**config.mk**
```make
export PLATFORM = sky130hd
export DESIGN_NAME = mem_access
export DESIGN_NICKNAME = d
export VERILOG_FILES = /design/src/rtl/mem_access.sv
export SDC_FILE = /design/constraint.sdc
export NUM_CORES = 1
export LEC_CHECK = 0
export CAP_MARGIN = 20
export CORE_UTILIZATION = 38
export CTS_CLUSTER_SIZE = 14
export DETAILED_ROUTE_END_ITERATION = 16
export GPL_TIMING_DRIVEN = 0
export MAX_ROUTING_LAYER = met4
export PLACE_DENSITY = 0.77
export SYNTH_ARGS = -nofsm -noshare
export SYNTH_HDL_FRONTEND = slang
export SYNTH_SLANG_ARGS = --single-unit
```
**constraint.sdc**
```tcl
create_clock -name clk -period 2.7 [get_ports clk]
set_input_delay 0.54 -clock clk [delete_from_list [all_inputs] [get_ports clk]]
set_output_delay 0.54 -clock clk [all_outputs]
set_load 0.01 [all_outputs]
```
**src/rtl/mem_access.sv**
```systemverilog
// mem_access: MEM-stage load/store engine. Moves loads and stores one byte at a
// time over an 8-bit req/ack port, stalls the pipeline while busy and hands the
// write-back triple to the MEM/WB register.
module mem_access #(
   parameter int ADDR_WIDTH = 32
) (
   input  logic                  clk,
   input  logic                  rst,
   input  logic [4:0]            wd_i,
   input  logic                  wreg_i,
   input  logic [31:0]           wdata_i,
   input  logic [31:0]           mmem_data_i,
   input  logic [5:0]            op_type_i,
   input  logic                  mem_ack_i,
   input  logic [7:0]            mem_din_i,
   output logic                  mem_req_o,
   output logic                  mem_wr_o,
   output logic [ADDR_WIDTH-1:0] mem_addr_o,
   output logic [7:0]            mem_dout_o,
   output logic [4:0]            wd_o,
   output logic                  wreg_o,
   output logic [31:0]           wdata_o,
   output logic                  stallreq_o
);

   typedef enum logic [1:0] {
      IDLE,
      XFER,
      DONE
   } state_t;

   localparam logic [5:0] OP_LB  = 6'h01;
   localparam logic [5:0] OP_LH  = 6'h02;
   localparam logic [5:0] OP_LW  = 6'h03;
   localparam logic [5:0] OP_LBU = 6'h04;
   localparam logic [5:0] OP_LHU = 6'h05;
   localparam logic [5:0] OP_SB  = 6'h06;
   localparam logic [5:0] OP_SH  = 6'h07;
   localparam logic [5:0] OP_SW  = 6'h08;

   state_t      state_q, state_d;
   logic [1:0]  cnt_q, cnt_d;
   logic [31:0] buf_q, buf_d;

   logic        isLoad;
   logic        isStore;
   logic        isMem;
   logic [1:0]  lastIdx;
   logic [31:0] effAddr;
   logic [31:0] loadResult;

   // Classify the op and find the index of its final byte (N-1).
   always_comb begin
      isLoad  = 1'b0;
      isStore = 1'b0;
      lastIdx = 2'd0;
      case (op_type_i)
         OP_LB, OP_LBU: begin
            isLoad  = 1'b1;
            lastIdx = 2'd0;
         end
         OP_LH, OP_LHU: begin
            isLoad  = 1'b1;
            lastIdx = 2'd1;
         end
         OP_LW: begin
            isLoad  = 1'b1;
            lastIdx = 2'd3;
         end
         OP_SB: begin
            isStore = 1'b1;
            lastIdx = 2'd0;
         end
         OP_SH: begin
            isStore = 1'b1;
            lastIdx = 2'd1;
         end
         OP_SW: begin
            isStore = 1'b1;
            lastIdx = 2'd3;
         end
         default: begin
            isLoad  = 1'b0;
            isStore = 1'b0;
         end
      endcase
   end

   assign isMem   = isLoad | isStore;
   assign effAddr = wdata_i + {30'd0, cnt_q};

   // Sign- or zero-extend the gathered bytes according to the load flavour.
   always_comb begin
      loadResult = buf_q;
      case (op_type_i)
         OP_LB:   loadResult = {{24{buf_q[7]}}, buf_q[7:0]};
         OP_LH:   loadResult = {{16{buf_q[15]}}, buf_q[15:0]};
         OP_LBU:  loadResult = {24'd0, buf_q[7:0]};
         OP_LHU:  loadResult = {16'd0, buf_q[15:0]};
         default: loadResult = buf_q;
      endcase
   end

   // State, byte counter and load assembly buffer; reset abandons any access.
   always_ff @(posedge clk or posedge rst) begin
      if (rst) begin
         state_q <= IDLE;
         cnt_q   <= 2'd0;
         buf_q   <= 32'd0;
      end else begin
         state_q <= state_d;
         cnt_q   <= cnt_d;
         buf_q   <= buf_d;
      end
   end

   // Next-state logic plus memory-port, stall and write-back outputs.
   always_comb begin
      state_d    = state_q;
      cnt_d      = cnt_q;
      buf_d      = buf_q;
      mem_req_o  = 1'b0;
      mem_wr_o   = 1'b0;
      mem_addr_o = '0;
      mem_dout_o = 8'd0;
      wd_o       = wd_i;
      wreg_o     = wreg_i;
      wdata_o    = wdata_i;
      stallreq_o = 1'b0;
      unique case (state_q)
         IDLE: begin
            if (isMem) begin
               state_d    = XFER;
               cnt_d      = 2'd0;
               stallreq_o = 1'b1;
               wreg_o     = 1'b0;
            end
         end
         XFER: begin
            stallreq_o = 1'b1;
            wreg_o     = 1'b0;
            mem_req_o  = 1'b1;
            mem_wr_o   = isStore;
            mem_addr_o = ADDR_WIDTH'(effAddr);
            mem_dout_o = mmem_data_i[{cnt_q, 3'b000} +: 8];
            if (mem_ack_i) begin
               if (isLoad) begin
                  buf_d[{cnt_q, 3'b000} +: 8] = mem_din_i;
               end
               if (cnt_q == lastIdx) begin
                  state_d = DONE;
               end else begin
                  cnt_d = cnt_q + 2'd1;
               end
            end
         end
         DONE: begin
            state_d = IDLE;
            cnt_d   = 2'd0;
            if (isLoad) begin
               wdata_o = loadResult;
            end else begin
               wd_o    = 5'd0;
               wreg_o  = 1'b0;
               wdata_o = 32'd0;
            end
         end
         default: begin
            state_d = IDLE;
         end
      endcase
      if (rst) begin
         wd_o       = 5'd0;
         wreg_o     = 1'b0;
         wdata_o    = 32'd0;
         stallreq_o = 1'b0;
      end
   end

endmodule

```
Word level (Yosys, flattened, before mapping)
Index checks and enable logic that the tools add are counted.
- add/sub/neg operators: 3
- eq/ne operators: 15
- shifts and indexed selects: 3
- muxes and demuxes: 30
- bitwise gates (word level): 1
- reduce and logical (&&, ||, !) cells: 9
- operators by type and width (kind ; count):
    $mux W32 ; 4
    $pmux W32 S4 ; 1
    $add A32 B2 Y32 ; 1
    $bwmux W32 ; 1
    $shift A8 B7 Y32 const A ; 1
    $shiftx A32 B6 Y8 ; 1
    $shiftx A8 B7 Y32 ; 1
    $eq A6 B3 Y1 const B ; 4
    $mux W5 ; 3
    $eq A6 B2 Y1 const B ; 2
    $mux W2 ; 6
    $mux W1 ; 9
    $mux W8 ; 1
    $ne A2 B2 Y1 const B ; 4
    $pmux W2 S2 ; 2
    $neg A5 Y7 ; 1
    $eq A6 B1 Y1 const B ; 1
    $eq A6 B4 Y1 const B ; 1
    $pmux W2 S3 ; 1
    $reduce_and A3 Y1 ; 2
    $reduce_or A3 Y1 ; 2
    $reduce_or A5 Y1 ; 1
    $reduce_and A4 Y1 ; 1
    $pmux W1 S3 ; 1
    9 further kinds ; 9
- register bits after elaboration: 36
- input bits: 87
- output and inout port bits: 81
- word-level logic and storage cells: 64

Logic depth before layout (Yosys ltp)
- depth in word-level cells: 7
- gate-level depth with buffers: 8

Least setup slack after synthesis
Ideal clock, no wire load.
- path kind: input-to-output
- from: input port wdata_i[0]
- to: output port mem_addr_o[22]
- data arrival time: 2.448 ns
- required time: 2.160 ns
- slack: -0.288 ns
- cell stages on the path: 7
- buffers on the path: 1
- cell sequence: ha_1 -> fa_1 -> nand4_2 -> or4_1 -> buf_2 -> or4_1 -> a21oi_1
- longest elaborated chain between the ends: 2
- RTL lines (element ; RTL line ; text):
    start: declaration ; 11 ; input logic [31:0] wdata_i,
    $add A32 B2 Y32 ; 90 ; assign effAddr = wdata_i + {30'd0, cnt_q};
    $mux W32 ; 130 ; unique case (state_q)
    end: declaration ; 18 ; output logic [ADDR_WIDTH-1:0] mem_addr_o,
Every way passes these cells.

Final worst setup path
- from: register cnt_q[0]
- to: output port mem_addr_o[22]
- longest elaborated chain between the ends: 2
- RTL lines (element ; RTL line ; text):
    start: declaration ; 42 ; logic [1:0] cnt_q, cnt_d;
    start signal: assignment ; 112 ; cnt_q <= cnt_d;
    $add A32 B2 Y32 ; 90 ;
    $mux W32 ; 130 ;
Every way passes these cells.

==> results.py <==
metrics = {
    "finish": {
        "num_antenna_cells": 0,
        "fin_util_pct": 67.0,
        "regArea_um2": 905,
        "multi_input_area_um2": 3090,
        "fin_nets": 802,
        "instances_no_fill": 837,
        "n_fill_cell": 798,
        "stdcell_area_um2": 6220,
        "area_growth_pct": 69.3,
        "drive_above_1_share_pct": 28.7,
    },
    "power_and_ir_drop": {
        "internal_power_mw": 1.80,
        "cellPowerDensity_nw_per_um2": 484,
        "p_sw_share_pct": 40.1,
        "power.leakage_nw": 2.73,
        "total_power_mw": 3.01,
        "pwr-share-clk_pct": 22.1,
        "p_seq_share_pct": 24.1,
        "pwr-share-comb_pct": 53.7,
        "power_switching_mw": 1.21,
        "ir_drop_v": 0.000360,
    },
    "yosys": {
        "synth_top_cell_by_area": "dfrtp_1",
        "yosys_warnings": 0,
        "syn_area_um2": 3680,
        "synth_edf_count": 0,
        "netlist_instances": 510,
        "synth_top_area_share_pct": 24.5,
        "syn_area_per_cell_um2": 7.21,
        "ys_seq_area_share_pct": 24.5,
        "async_flop_share_pct": 100,
        "yosys_register_bits": 36,
        "synth-main-ff-cell": "dfrtp_1",
        "synthesis.nets": 605,
        "ys_top_cells_by_area": "dfrtp_1 (25%), nand2_1 (11%), o21ai_0 (7.8%)",
        "yosysUniqueCellTypes": 56,
        "synth_common_cells": "nand2_1 (105), o21ai_0 (57), a21oi_1 (47), dfrtp_1 (36), clkbuf_1 (29)",
        "yosysMostFrequentCell": "nand2_1",
    },
    "sta": {
        "rsz0062_at_grt": "yes",
        "holdWs_ps": 456,
        "finalSetupViolCount": 16,
        "postLayoutSetupSlackWorst_ps": -366,
        "tns_ps": -3530,
        "finalMaxSlewViolations": 0,
        "layout_worst_path_cycle_share_pct": 114,
        "finalHoldViolations": 0,
        "worst_pin_slew_ps": 876,
        "period_minus_slack_ps": 3070,
        "max_slew_margin_pct": 41.3,
        "max_freq_mhz": 326,
        "fin_worst_skew_ps": 4.42,
    },
    "worst_setup_path": {
        "critPathMaxFanout": 8,
        "cp-start-kind": "flop",
        "critPathKind": "flop to output pin",
        "cp.required_ps": 2160,
        "critPathArrivalTime_ps": 2530,
        "worst_setup_path_end_kind": "output pin",
    },
    "placement": {
        "portBuffers": 165,
        "gp_congestion": 0.898,
        "dpl_cell_area_um2": 5610,
        "dp.final_hpwl_um": 11300,
        "dp_slack_ps": -1280,
        "dp.cells": 804,
    },
    "clocking": {
        "clockRootBuffer": "clkbuf_8",
        "clockBufferDepth": 2,
        "clock_latency_ps": 290,
        "cts_sinks": 36,
        "holdBufCountCts": 0,
        "tritoncts": "yes",
        "cts_buffers": 5,
        "htreeDepth": 2,
        "cts.clk_slew.worst_paths_ps": 70,
    },
    "floorplan": {
        "io_pins": 168,
        "rows": 35,
        "die_h_um": 100,
        "start_util_pct": 39.6,
        "floorplan.die_area_um2": 10100,
        "core_um2": 9280,
        "dieWidth_um": 100,
    },
    "drt": {
        "drt-total-wl_um": 15400,
        "wire_per_inst_um": 18.3,
        "drc": 0,
        "vias_per_cell": 5.77,
        "drtIter0Drc": 294,
        "ant_nets": 0,
        "vias": 4831,
        "dr.pass1.iters": 7,
    },
    "run": {
        "max-cap-violations": 0,
    },
    "run_status": {
        "violations": "setup timing",
        "status": "finished, violations left",
    },
    "worst_hold_path": {
        "min_path_type": "input pin to asynchronous set/reset pin",
    },
    "global_route": {
        "grt_pass1_vias": 4794,
        "grtUsageTotal_pct": 31.2,
        "grt_pass1_wl_um": 24200,
        "grt_overflow": 0,
        "antenna_found_initial": 0,
        "grt_max_degree": 20,
    },
}
-- worst max-delay path, cell delays in order, from the launching register on --
cell,delay (ps)
dfrtp_2,410
ha_4,150
fa_2,230
nand4_4,100
or4_4,500
or4_4,550
a21oi_4,130
buf_2,150
-- cell families (layout without fill, tap and decap cells) --
group	after synthesis	after routing	share of synthesized area, %
flops	36	36	24.5
buf+inv	55	253	5.96
compound gates	141	141	22.5
simple gates	236	236	32.5
fa+ha+maj	8	8	2.93
xor+xnor	11	11	2.62
mux	23	23	8.99
-- cell type report --
cell class	count	area share [%]
inverter	20	1.27
timing repair buffer	193	25.8
multi-input combinational	419	49.6
buffer	30	3.52
sequential	36	14.5
clock buffer	5	1.11
tap	129	2.59
timing repair inverter	2	0.161
clock inverter	3	1.45
-- power by group through the flow --
stage	Sequential (mW)	Combinational (mW)	Clock [mW]
after global routing	0.734	1.75	0.695
after detailed placement	0.716	1.60	0
final	0.727	1.62	0.666
after floorplan	0.677	0.777	0
after global placement	0.714	1.57	0
after CTS	0.716	1.59	0.673
-- routing by layer --
metal / global-route usage (%) / vias up / part of all wire [%]
met3: 3.69 / 50 / 6.5
li1: - / 2240 / -
met5: - / - / 0
met4: 11.9 / 0 / 3.3
met1: 39.4 / 2297 / 42
met2: 51.3 / 244 / 48
-- flip-flops by register name, summed over array words and instances, names as in the netlist --
| signal | count |
|---|---|
| state_q | 2 |
| buf_q | 32 |
| cnt_q | 2 |
-- path summary, 6_finish.rpt --
kind,start,endpoint,slack (ps),cells past startpoint
max,cnt_q[0]$_DFFE_PP0P_,mem_addr_o[22],-370,7
min,rst,buf_q[3]$_DFFE_PP0P_,460,2
max reg2reg,cnt_q[1]$_DFFE_PP0P_,buf_q[29]$_DFFE_PP0P_,150,8
min reg2reg,buf_q[18]$_DFFE_PP0P_,buf_q[18]$_DFFE_PP0P_,480,2
max in group asynchronous,rst,buf_q[0]$_DFFE_PP0P_,1680,2
min in group clk,buf_q[18]$_DFFE_PP0P_,buf_q[18]$_DFFE_PP0P_,480,2
-- placed cells by master (no fill, tap or decap), drive strengths merged, types with 15 or more instances in the layout --
cell           count
a21oi             47
and2              15
buf               72
clkbuf            43
clkdlybuf4s50     54
dfrtp             36
dlygate4sd2       41
inv               19
mux2i             15
nand2            105
nand3             21
nor2              17
o21ai             57
-- repair_timing --
action	4_1_cts	5_1_grt
gates resized for setup	335	90
setup buffers	22	3
gates cloned	5	0
endpoints found under the setup margin	113	85
pin swaps	17	15
No activity file was read; power rests on OpenSTA's default activity.
